[config.mk]
export PLATFORM = sky130hd
export DESIGN_NAME = signed_divider
export DESIGN_NICKNAME = d
export VERILOG_FILES = /design/src/rtl/signed_divider_pkg.sv /design/src/rtl/signed_divider_twos_abs.sv /design/src/rtl/signed_divider.sv
export SDC_FILE = /design/constraint.sdc
export NUM_CORES = 1
export LEC_CHECK = 0
export ABC_CLOCK_PERIOD_IN_PS = 3100
export CORE_MARGIN = 5
export CORE_UTILIZATION = 40
export CTS_CLUSTER_DIAMETER = 40
export DETAILED_ROUTE_END_ITERATION = 8
export PLACE_DENSITY = 0.67
export SYNTH_ARGS = -nofsm -noshare
export SYNTH_HDL_FRONTEND = slang
export SYNTH_SLANG_ARGS = --single-unit
[constraint.sdc]
create_clock -name clk -period 3.1 [get_ports clk]
set_input_delay 0.62 -clock clk [delete_from_list [all_inputs] [get_ports clk]]
set_output_delay 0.62 -clock clk [all_outputs]
set_load 0.01 [all_outputs]
[src/rtl/signed_divider_pkg.sv]
// Shared definitions for the sequential signed divider: state encoding,
// default operand widths and the two's-complement most-negative constant.
package signed_divider_pkg;

  typedef enum logic [1:0] {
    ST_IDLE = 2'd0,
    ST_CALC = 2'd1,
    ST_FIX  = 2'd2,
    ST_DONE = 2'd3
  } state_t;

  localparam int DEF_A_SIZE = 16;
  localparam int DEF_B_SIZE = 8;

  // Most-negative two's-complement value of the given width, right-aligned.
  function automatic logic [63:0] most_negative(input int width);
    most_negative = 64'd1 << (width - 1);
  endfunction

endpackage

[src/rtl/signed_divider_twos_abs.sv]
// Magnitude and sign of a two's-complement value; the magnitude is one bit
// wider so the most-negative input maps to a correct positive value.
module twos_abs #(
  parameter int width = 8
) (
  input  logic [width-1:0] value,
  output logic [width:0]   mag,
  output logic             sign
);

  logic [width:0] ext_s;

  assign sign  = value[width-1];
  assign ext_s = {value[width-1], value};
  assign mag   = sign ? (~ext_s + {{width{1'b0}}, 1'b1}) : ext_s;

endmodule

[src/rtl/signed_divider.sv]
// Iterative restoring signed divider: one quotient bit per cycle behind a
// start/busy/done handshake, truncating toward zero, with dbz/ovf flags.
module signed_divider
  import signed_divider_pkg::*;
#(
  parameter int a_size = DEF_A_SIZE,
  parameter int b_size = DEF_B_SIZE
) (
  input  logic              clk,
  input  logic              rst,
  input  logic              start,
  input  logic [a_size-1:0] a,
  input  logic [b_size-1:0] b,
  output logic              busy,
  output logic              done,
  output logic [a_size-1:0] q,
  output logic [b_size-1:0] r,
  output logic              dbz,
  output logic              ovf
);

  localparam int CW = $clog2(a_size);
  localparam logic [CW-1:0]     LAST_CNT = CW'(a_size - 1);
  localparam logic [a_size-1:0] A_MIN    = a_size'(most_negative(a_size));
  localparam logic [b_size:0]   ONE_B    = (b_size + 1)'(1);

  state_t            state_r;
  logic [CW-1:0]     cnt_r;
  logic              sign_a_r;
  logic              sign_b_r;
  logic              dbz_pend_r;
  logic              ovf_pend_r;
  logic [a_size-1:0] dq_r;
  logic [b_size:0]   abs_b_r;
  logic [b_size:0]   rem_r;
  logic              busy_r;
  logic              done_r;
  logic [a_size-1:0] q_r;
  logic [b_size-1:0] r_r;
  logic              dbz_r;
  logic              ovf_r;

  logic [a_size:0]   mag_a_s;
  logic              sign_a_s;
  logic [b_size:0]   mag_b_s;
  logic              sign_b_s;
  logic              ovf_s;
  logic [b_size+1:0] shifted_s;
  logic [b_size+1:0] diff_s;
  logic [a_size-1:0] q_fix_s;
  logic [b_size-1:0] r_fix_s;

  twos_abs #(.width(a_size)) u_abs_a (.value(a), .mag(mag_a_s), .sign(sign_a_s));
  twos_abs #(.width(b_size)) u_abs_b (.value(b), .mag(mag_b_s), .sign(sign_b_s));

  assign ovf_s = sign_a_s & sign_b_s & (mag_a_s == {1'b0, A_MIN}) & (mag_b_s == ONE_B);

  // Restoring step: the dividend register feeds its MSB into the partial
  // remainder; a borrow out of the trial subtraction means "restore".
  assign shifted_s = {rem_r, dq_r[a_size-1]};
  assign diff_s    = shifted_s - {1'b0, abs_b_r};

  // Sign correction and special-case results applied in FIX.
  always_comb begin
    q_fix_s = dq_r;
    r_fix_s = rem_r[b_size-1:0];
    if (dbz_pend_r) begin
      q_fix_s = {a_size{1'b1}};
      r_fix_s = {b_size{1'b0}};
    end else if (ovf_pend_r) begin
      q_fix_s = A_MIN;
      r_fix_s = {b_size{1'b0}};
    end else begin
      if (sign_a_r ^ sign_b_r) begin
        q_fix_s = -dq_r;
      end else begin
        q_fix_s = dq_r;
      end
      if (sign_a_r) begin
        r_fix_s = -rem_r[b_size-1:0];
      end else begin
        r_fix_s = rem_r[b_size-1:0];
      end
    end
  end

  // Control FSM, iteration counter, datapath registers and registered outputs.
  always_ff @(posedge clk) begin
    if (rst) begin
      state_r    <= ST_IDLE;
      cnt_r      <= {CW{1'b0}};
      sign_a_r   <= 1'b0;
      sign_b_r   <= 1'b0;
      dbz_pend_r <= 1'b0;
      ovf_pend_r <= 1'b0;
      dq_r       <= {a_size{1'b0}};
      abs_b_r    <= {(b_size + 1){1'b0}};
      rem_r      <= {(b_size + 1){1'b0}};
      busy_r     <= 1'b0;
      done_r     <= 1'b0;
      q_r        <= {a_size{1'b0}};
      r_r        <= {b_size{1'b0}};
      dbz_r      <= 1'b0;
      ovf_r      <= 1'b0;
    end else begin
      case (state_r)
        ST_IDLE: begin
          done_r <= 1'b0;
          if (start) begin
            state_r    <= ST_CALC;
            busy_r     <= 1'b1;
            cnt_r      <= {CW{1'b0}};
            sign_a_r   <= sign_a_s;
            sign_b_r   <= sign_b_s;
            dbz_pend_r <= (b == {b_size{1'b0}});
            ovf_pend_r <= ovf_s;
            dq_r       <= mag_a_s[a_size-1:0];
            abs_b_r    <= mag_b_s;
            rem_r      <= {(b_size + 1){1'b0}};
          end else begin
            busy_r <= 1'b0;
          end
        end
        ST_CALC: begin
          dq_r  <= {dq_r[a_size-2:0], ~diff_s[b_size+1]};
          rem_r <= diff_s[b_size+1] ? shifted_s[b_size:0] : diff_s[b_size:0];
          if (cnt_r == LAST_CNT) begin
            state_r <= ST_FIX;
            cnt_r   <= {CW{1'b0}};
          end else begin
            cnt_r <= cnt_r + CW'(1);
          end
        end
        ST_FIX: begin
          q_r     <= q_fix_s;
          r_r     <= r_fix_s;
          dbz_r   <= dbz_pend_r;
          ovf_r   <= ovf_pend_r;
          state_r <= ST_DONE;
        end
        ST_DONE: begin
          done_r  <= 1'b1;
          state_r <= ST_IDLE;
        end
        default: begin
          state_r <= ST_IDLE;
          busy_r  <= 1'b0;
          done_r  <= 1'b0;
        end
      endcase
    end
  end

  assign busy = busy_r;
  assign done = done_r;
  assign q    = q_r;
  assign r    = r_r;
  assign dbz  = dbz_r;
  assign ovf  = ovf_r;

endmodule

== Word-level counts from Yosys, hierarchy flattened ==
Cells that the tools add are included.

* Bits in registers: 72
* Input bits: 27
* Logic and storage cells: 64

* $add $sub $neg: 6
* Equal/unequal tests: 8
* Multiplexer cells: 21
* Bitwise operators: 7
* Reductions and logical operators: 7

{| class="wikitable"
|+ Operators with widths
! kind !! number
|-
| two-way mux 16 bit || 4
|-
| case mux 16 bit (2 select lines) || 1
|-
| two-way mux 9 bit || 3
|-
| two-way mux 8 bit || 3
|-
| case mux 9 bit (2 select lines) || 1
|-
| adder 17 x 1 -> 17 bit (second input constant) || 1
|-
| equality test 17 x 16 -> 1 bit (second input constant) || 1
|-
| two-way mux 17 bit || 1
|-
| NOT 17 bit || 1
|-
| negator 16 bit || 1
|-
| subtractor 10 x 9 -> 10 bit || 1
|-
| adder 9 x 1 -> 9 bit (second input constant) || 1
|-
| equality test 9 x 1 -> 1 bit (second input constant) || 1
|-
| NOT 9 bit || 1
|-
| zero test 8 bit || 1
|-
| two-way mux 4 bit || 2
|-
| negator 8 bit || 1
|-
| case mux 2 bit (4 select lines) || 1
|-
| case mux 4 bit (2 select lines) || 1
|-
| AND reduction 2 bit || 3
|-
| adder 4 x 1 -> 4 bit (second input constant) || 1
|-
| equality test 2 bit (second input constant) || 2
|-
| equality test 4 bit (second input constant) || 1
|-
| two-way mux 2 bit || 2
|-
| other kinds (9) || 13
|}

== Depth between registers and ports, before layout ==
Gate-level depths: netlist (run 1).

* Depth after elaboration: 6
* Gate-level depth with buffers: 10
* Mapped depth without buffers: 10

== Hierarchy ==
A second synthesis (run 1) with hierarchy kept.

* Cell total of the unflattened synthesis: 613
* Area total of the unflattened synthesis: 4,679.5 µm²

{| class="wikitable"
|+ Modules (own cells, without submodules)
! module !! times used !! cells an instance !! area an instance (µm²)
|-
| signed_divider || 1 || 542 || 4,144.0
|-
| twos_abs (u_abs_a) || 1 || 47 || 352.8
|-
| twos_abs (u_abs_b) || 1 || 24 || 182.7
|}

== Least setup slack after synthesis (run 1) ==
No wires, ideal clock.

* Path kind: flip-flop to flip-flop
* Start point: reg rem_r[0]
* End point: reg rem_r[4]
* Library setup time: 0.122 ns
* Data arrival time: 2.201 ns
* Required time: 2.978 ns
* Path slack: 0.777 ns
* Cell stages (with the launch flop): 9
* Buffers on the path: 1
* Clock period less this slack: 2.323 ns
* Cells stage by stage: dfxtp_1 -> ha_1 -> nor2b_1 -> o31ai_2 -> a21oi_1 -> or4_1 -> and2_0 -> buf_2 -> a221o_1

* Cells in the longest elaborated chain, start to end: 3

{| class="wikitable"
|+ RTL lines
! what !! RTL line !! text
|-
| from (decl) || signed_divider.sv:35 || <nowiki>logic [b_size:0] rem_r;</nowiki>
|-
| from (signal assigned) || signed_divider.sv:98 || <nowiki>rem_r <= {(b_size + 1){1'b0}};</nowiki>
|-
| from (signal assigned) || signed_divider.sv:119 || <nowiki>rem_r <= {(b_size + 1){1'b0}};</nowiki>
|-
| from (signal assigned) || signed_divider.sv:126 || <nowiki>rem_r <= diff_s[b_size+1] ? shifted_s[b_size:0] : diff_s[b_size:0];</nowiki>
|-
| subtractor 10 x 9 -> 10 bit || signed_divider.sv:61 || <nowiki>assign diff_s = shifted_s - {1'b0, abs_b_r};</nowiki>
|-
| two-way mux 9 bit || signed_divider.sv:126 ||
|-
| case mux 9 bit (2 select lines) || signed_divider.sv:106 || <nowiki>case (state_r)</nowiki>
|}

No other way between the ends.
A chain may end at the register's enable or synchronous reset.

== Final worst setup path (run 1) ==
* Start point: reg rem_r[0]
* End point: reg rem_r[0]

Same word-level chain as after synthesis.

==> results of run 1 <==
[state kept, by name (all words and copies together) (netlist names)]
register	cells
abs_b_r	9
busy	1
cnt_r	4
dbz	1
dbz_pend_r	1
done	1
dq_r	16
ovf	1
ovf_pend_r	1
q	16
r	8
rem_r	9
sign_a_r	1
sign_b_r	1
state_r	2
[layer usage]
| metal | up-vias | part of all wire [%] | GRT usage, % |
|---|---|---|---|
| li1 | 2011 | - | - |
| met1 | 1836 | 51 | 25.5 |
| met2 | 95 | 42 | 24.8 |
| met3 | 12 | 5.8 | 3.21 |
| met4 | 0 | 1.2 | 4.97 |
| met5 | - | 0 | 0 |
[worst min path at each step]
stage | start | end | slack (ps) | cells after the start
2_1_floorplan | abs_b_r[8] | abs_b_r[8] | 430 | 2
3_3_place_gp | abs_b_r[7] | abs_b_r[7] | 450 | 2
3_5_place_dp | abs_b_r[7] | abs_b_r[7] | 450 | 2
4_1_cts | abs_b_r[7] | abs_b_r[7] | 460 | 2
5_1_grt | abs_b_r[7] | abs_b_r[7] | 500 | 2
6_report | abs_b_r[7] | abs_b_r[7] | 460 | 2
[area by class of cell]
cell class,instances,area [µm²]
fillers,1020,5210
multi-input cells,417,2600
flip-flops and latches,72,1440
repair buffers,66,626
well taps,136,170
clock buffers,11,141
inverters,28,105
clock inverters,5,78.8
[report_power, final]
part,total (mW),internal [mW],switching (mW)
logic,2.34,0.980,1.36
registers,1.38,1.15,0.229
clock network,0.831,0.476,0.356
total,4.55,2.61,1.94
[cells in the final DEF (no fill, tap or decap), drive strengths merged, types with 3 or more instances in the layout]
master	n
dfxtp	72
nor2	62
nand2	61
a21oi	57
clkdlybuf4s50	53
inv	29
xnor2	27
nor3	23
xor2	20
ha	18
a211oi	14
o21ai	14
nor2b	13
buf	13
a31oi	11
o211ai	11
o31ai	11
clkbuf	11
nand3	10
nand4	9
or4	7
nand2b	6
mux2i	6
or3	3
nor4	3
[critical path: cells and delay by family (launching register included)]
| family | cells | cell delay, ps |
|---|---|---|
| and+or+nand+nor | 3 | 970 |
| adders and majority gates | 1 | 290 |
| DFF | 1 | 500 |
| AOI/OAI and AO/OA | 3 | 800 |
[cell families after synthesis]
logic type | share of synthesized area [%]
simple gates | 22.7
fa+ha+maj | 5.76
xor+xnor | 9.67
compound gates | 20.9
mux | 1.94
flops | 33.8
buf+inv | 5.17
[cells in the mapped netlist, drive strengths merged, types with 2 or more instances]
| cell type | count | share of area (%) |
|---|---|---|
| a211o | 2 | 0.41 |
| a211oi | 14 | 2.6 |
| a21boi | 2 | 0.35 |
| a21o | 2 | 0.35 |
| a21oi | 57 | 6.7 |
| a221o | 2 | 0.47 |
| a31oi | 11 | 1.6 |
| and2 | 2 | 0.29 |
| buf | 6 | 0.59 |
| clkbuf | 24 | 2.1 |
| dfxtp | 72 | 34 |
| ha | 18 | 5.3 |
| inv | 28 | 2.5 |
| mux2 | 2 | 0.53 |
| mux2i | 6 | 1.4 |
| nand2 | 61 | 5.4 |
| nand2b | 6 | 0.88 |
| nand3 | 10 | 1.2 |
| nand4 | 9 | 1.3 |
| nor2 | 62 | 5.5 |
| nor2b | 13 | 1.9 |
| nor3 | 23 | 2.7 |
| nor4 | 3 | 0.79 |
| o211ai | 11 | 1.9 |
| o21a | 2 | 0.35 |
| o21ai | 14 | 1.6 |
| o311ai | 2 | 0.41 |
| o31ai | 11 | 2.1 |
| o41ai | 2 | 0.59 |
| or3 | 3 | 0.44 |
| or4 | 7 | 1.5 |
| xnor2 | 27 | 5.6 |
| xor2 | 20 | 4.1 |
==> reports/results.tsv, run 1 <==
stage	metric	value	unit
synthesis	register bit total from synthesis	72	
timing	minimum clock period	2680	ps
timing	setup tns final	0	ps
worst_setup_path	crit path max fanout	9	
timing	worst slew pin tran	736	ps
worst_setup_path	Worst Setup Start Kind	register	
floorplan	Site Rows	37	
synthesis	main flop type after synthesis	dfxtp_1	
worst_setup_path	Worst setup startpoint	rem_r[0]	
worst_setup_path	crit-path cells	ha_1 -> nor2b_1 -> o31ai_2 -> a21oi_1 -> or4_1 -> and2_0 -> a221o_1	
detailed_routing	DRC viols	0	
pwr	P_leak	1.93	nW
grt	largest net degree at the start of global routing	67	
placed_design	PortBufs	54	
worst_setup_path	crit path kind	reg2reg	
worst_setup_path	crit end category	register	
timing	max-slew violations	0	
layout	Layout area overhead	21.2	%
grt	antenna violations before repair	0	
synthesis	Post-synth ARST share	0	%
layout	final design utilization	49.8	%
grt	vias in the first global route	3748	
worst_setup_path	CP Data Required Time	3320	ps
clock_network	Clock Latency Late Sink	350	ps
hold_path	worst hold path type	reg2reg	
worst_setup_path	internal reg-to-reg setup slack	420	ps
floorplan	Die Y	113	µm
synthesis	Cell Area, Synth	4260	µm²
floorplan	Die X	113	µm
grt	global-route wire length before repair	18100	µm
worst_setup_path	R2R cell count	7	
detailed_routing	drt wl/cell	14.4	µm
pwr	worst vdd ir	0.000307	V
timing	Final WS setup	421	ps
floorplan	I/O pin count	55	
run_status	status	completed	
timing	Hold Fails Final Rpt	0	
clock_network	Root Buffer	clkbuf_8	
grt	gr usage total	17.0	%
synthesis	EDFF count, synth	0	
timing	crit share post-route	86.4	%
timing	skew final	8.81	ps
grt	GRT Residual Overflow	0	
clock_network	CTS sink cnt	72	
synthesis	mean post-synth cell area	7.79	µm²
floorplan	Core Area	10400	µm²
timing	unrepaired setup endpoints after global routing	false	
timing	final hold slack	457	ps
pwr	Power Total	4.55	mW
detailed_routing	initial drt markers	306	
worst_setup_path	Worst Setup EP	rem_r[0]	
placed_design	HPWL Detailed	7970	µm
clock_network	Post-CTS Setup Bufs	0	
synthesis	Yosys cell types	54	
synthesis	yosys warns	0	
timing	worst rel slew slack	50.8	%
detailed_routing	via count	3954	
pwr	Pwr Density	881	nW/µm²
layout	Antenna diodes	0	
worst_setup_path	Worst Path Arrival	2900	ps
placed_design	GPL Wtd Cong	0.872	
detailed_routing	first-pass detailed-route iteration total	5	
placed_design	dpl cell area	4940	µm²
detailed_routing	drt via density	5.38	
synthesis	fraction of the yosys area taken by sequential cells	33.8	%
placed_design	Inst Count DP	719	
clock_network	TritonCTS clock tree	built	
worst_setup_path	CP max-delay cell	dfxtp_1	
clock_network	cts bufs inserted	9	
layout	nets	640	
detailed_routing	Post-DRT Antenna Nets	0	
timing	final setup fails	0	
clock_network	cts repair resizes	0	
worst_setup_path	Crit Reg-Reg Endpoint	rem_r[0]	
clock_network	CTS H-tree depth	3	
job	Max Cap Viol	0	
worst_setup_path	worst r2r src	rem_r[0]	
synthesis	Syn Inst Count	547	
floorplan	Starting Density	41.1	%
layout	Cell Count, Final, Fillers Out	735	
clock_network	Longest Clk Path Bufs	2	
timing	maximum clock frequency	373	MHz
floorplan	overall die area	12800	µm²
layout	post-route cell area	5160	µm²
detailed_routing	final wirelength	10500	µm
placed_design	Place WS	177	ps
clock_network	clk slew on worst S/H paths	80	ps
synthesis	Synthesized Nets	593	
worst_setup_path	slowest cell delay on critical path	500	ps
layout	layout cell share with drive strength beyond 1	6.34	%
clock_network	CTS hold repair buffers	0	
No activity file was read; power rests on OpenSTA's default activity.
==> run 2: changes to the inputs <==
Settings changed: DONT_BUFFER_PORTS set to 1, PLACE_DENSITY 0.67 to 0.6.
==> reports/results.tsv, run 2 (synthesized netlist as in run 1, its figures left out) <==
stage	metric	value	unit	change
worst_setup_path	crit path kind	reg2reg		
detailed_routing	drt wl/cell	15.3	µm	+6.5%
timing	minimum clock period	2550	ps	-125 ps
layout	most common cell after layout, fill and taps aside	dfxtp_1		
hold_path	HP Start	rst		
floorplan	I/O pin count	55		unchanged
worst_setup_path	Crit Reg-Reg Endpoint	rem_r[0]		
detailed_routing	initial drt markers	317		+3.6%
worst_setup_path	worst r2r src	rem_r[0]		
layout	Layout area overhead	8.28	%	
grt	GR Util met3	4.87	%	+1.7 points
layout	Antenna diodes	0		unchanged
grt	global-route wire length before repair	17900	µm	-1.3%
run_status	status	completed		
grt	vias in the first global route	3541		-5.5%
detailed_routing	Post-DRT Antenna Nets	0		unchanged
grt	largest net degree at the start of global routing	68		+1.5%
detailed_routing	drt via density	5.44		+1.2%
floorplan	overall die area	12800	µm²	unchanged
hold_path	hold path depth	1		-1
floorplan	Starting Density	41.1	%	unchanged
floorplan	Die Y	113	µm	unchanged
floorplan	Die X	113	µm	unchanged
worst_setup_path	crit end category	register		
pwr	sw frac	42.7	%	+0.066 points
pwr	Clock Power Share	20.7	%	+2.4 points
clock_network	Root Buffer	clkbuf_8		
timing	setup tns final	0	ps	unchanged
hold_path	Hold EP	cnt_r[1]		
timing	Final WS setup	546	ps	+125 ps
worst_setup_path	CP Data Required Time	3320	ps	about the same
timing	worst slew pin tran	1060	ps	+327 ps
grt	Most Crowded Layer GR	met2		
timing	final setup fails	0		unchanged
pwr	Reg power frac	32.5	%	+2.2 points
clock_network	Post-CTS Setup Bufs	0		unchanged
floorplan	Core Area	10400	µm²	unchanged
job	Max Cap Viol	0		unchanged
timing	skew final	11.0	ps	+2.19 ps
timing	worst rel slew slack	28.6	%	-22 points
detailed_routing	final wirelength	10300	µm	-2.1%
layout	commonest non-fill, non-tap cells in the layout	dfxtp_1, nor2_1, nand2_1, a21oi_1, inv_1		
pwr	Net Switching	1.88	mW	-3.2%
detailed_routing	DRC viols	0		unchanged
placed_design	Place WS	546	ps	+369 ps
timing	Hold Fails Final Rpt	0		unchanged
clock_network	cts repair resizes	0		unchanged
clock_network	CTS sink cnt	72		unchanged
layout	Fill cells	1069		+4.8%
pwr	Comb power frac	46.9	%	-4.5 points
clock_network	clk slew on worst S/H paths	80	ps	about the same
grt	GRT met2 Usage	24.4	%	-0.39 points
placed_design	GPL Wtd Cong	0.805		-7.7%
layout	Multi-input gate area	2600	µm²	unchanged
placed_design	PortBufs	0		-100%
floorplan	Site Rows	37		unchanged
clock_network	cts bufs inserted	9		unchanged
timing	crit share post-route	82.4	%	-4.0 points
layout	register area	1440	µm²	unchanged
worst_setup_path	crit path max fanout	9		unchanged
hold_path	worst hold path type	in2reg		
timing	unrepaired setup endpoints after global routing	false		
timing	max-slew violations	0		unchanged
grt	antenna violations before repair	0		unchanged
worst_setup_path	internal reg-to-reg setup slack	550	ps	+120 ps
layout	nets	581		-9.2%
pwr	Pwr Density	953	nW/µm²	+8.1%
layout	layout cell share with drive strength beyond 1	5.93	%	-0.42 points
clock_network	CTS hold repair buffers	0		unchanged
detailed_routing	first-pass detailed-route iteration total	4		-1
pwr	Power Total	4.39	mW	-3.4%
clock_network	Longest Clk Path Bufs	2		unchanged
pwr	Int Power	2.52	mW	-3.5%
placed_design	HPWL Detailed	7900	µm	-0.89%
worst_setup_path	Worst Path Arrival	2780	ps	-120 ps
pwr	P_leak	1.72	nW	-11%
detailed_routing	via count	3679		-7.0%
timing	maximum clock frequency	392	MHz	+4.9%
clock_network	CTS H-tree depth	3		unchanged
grt	GRT Residual Overflow	0		unchanged
grt	gr usage total	16.7	%	-0.33 points
grt	met1 Usage GRT	24.1	%	-1.3 points
clock_network	Clock Latency Late Sink	340	ps	about the same
worst_setup_path	R2R cell count	7		unchanged
clock_network	TritonCTS clock tree	built		
pwr	worst vdd ir	0.000339	V	+10%
layout	final design utilization	44.5	%	-5.3 points
worst_setup_path	Worst Setup Start Kind	register		
==> run 2: cell count changes in the layout (fill, tap and decap cells not counted), sizes merged <==
| cell | change |
|---|---|
| inv | -1 |
| bufinv | +1 |
| clkdlybuf4s50 | -53 |
| buf | -6 |
==> run 2: worst max path at each step <==
stage	startpoint	to	slack, ps	depth (start not counted)
6_report	rem_r[0]	rem_r[0]	550	7
5_1_grt	rem_r[0]	rem_r[0]	380	7
4_1_cts	rem_r[0]	rem_r[0]	540	7
3_5_place_dp	rem_r[0]	rem_r[4]	550	7
3_3_place_gp	rem_r[0]	rem_r[0]	610	7
2_1_floorplan	rem_r[0]	rem_r[4]	780	8
==> run 2: cell type report <==
cell class | instances | share of cell area, %
Timing Repair Buffer | 7 | 1.14
Multi-Input combinational cell | 417 | 56.3
Clock buffer | 11 | 3.07
Tap cell | 136 | 3.69
Inverter | 28 | 2.28
Clock inverter | 5 | 2.25
Sequential cell | 72 | 31.3
==> run 2: power groups by stage <==
| stage | combinational [mW] | sequential [mW] | clock (mW) |
|---|---|---|---|
| 2_1_floorplan | 1.67 | 1.36 | 0 |
| 3_3_place_gp | 2.03 | 1.44 | 0 |
| 6_report | 2.06 | 1.43 | 0.907 |
| 5_1_grt | 2.35 | 1.46 | 0.974 |
| 4_1_cts | 2.06 | 1.43 | 0.926 |
| 3_5_place_dp | 2.04 | 1.45 | 0 |
==> run 2: per-layer routing <==
layer  up-vias  part of all wire, %
met5         -                    0
met3         4                  7.9
met4         0                 0.66
met2       109                   40
met1      1666                   51
li1       1900                    -
==> run 2: critical path, cell delays in order, from the launching register on <==
cell and delay (ps):
dfxtp_1 480, ha_1 280, nor2b_1 150, o31ai_2 260, a21oi_1 130, or4_1 490
and2_0 320, a221o_1 340
==> run 2: through the flow <==
| stage | hold WS, ps | cells | area (µm²) |
|---|---|---|---|
| after floorplan | 430 | 547 | 4260 |
| after global placement | 451 | 660 | 4370 |
| after detailed placement | 463 | 660 | 4370 |
| after CTS | 342 | 676 | 4610 |
| after global routing | 334 | 676 | 4610 |
| final | 353 | 676 | 4610 |
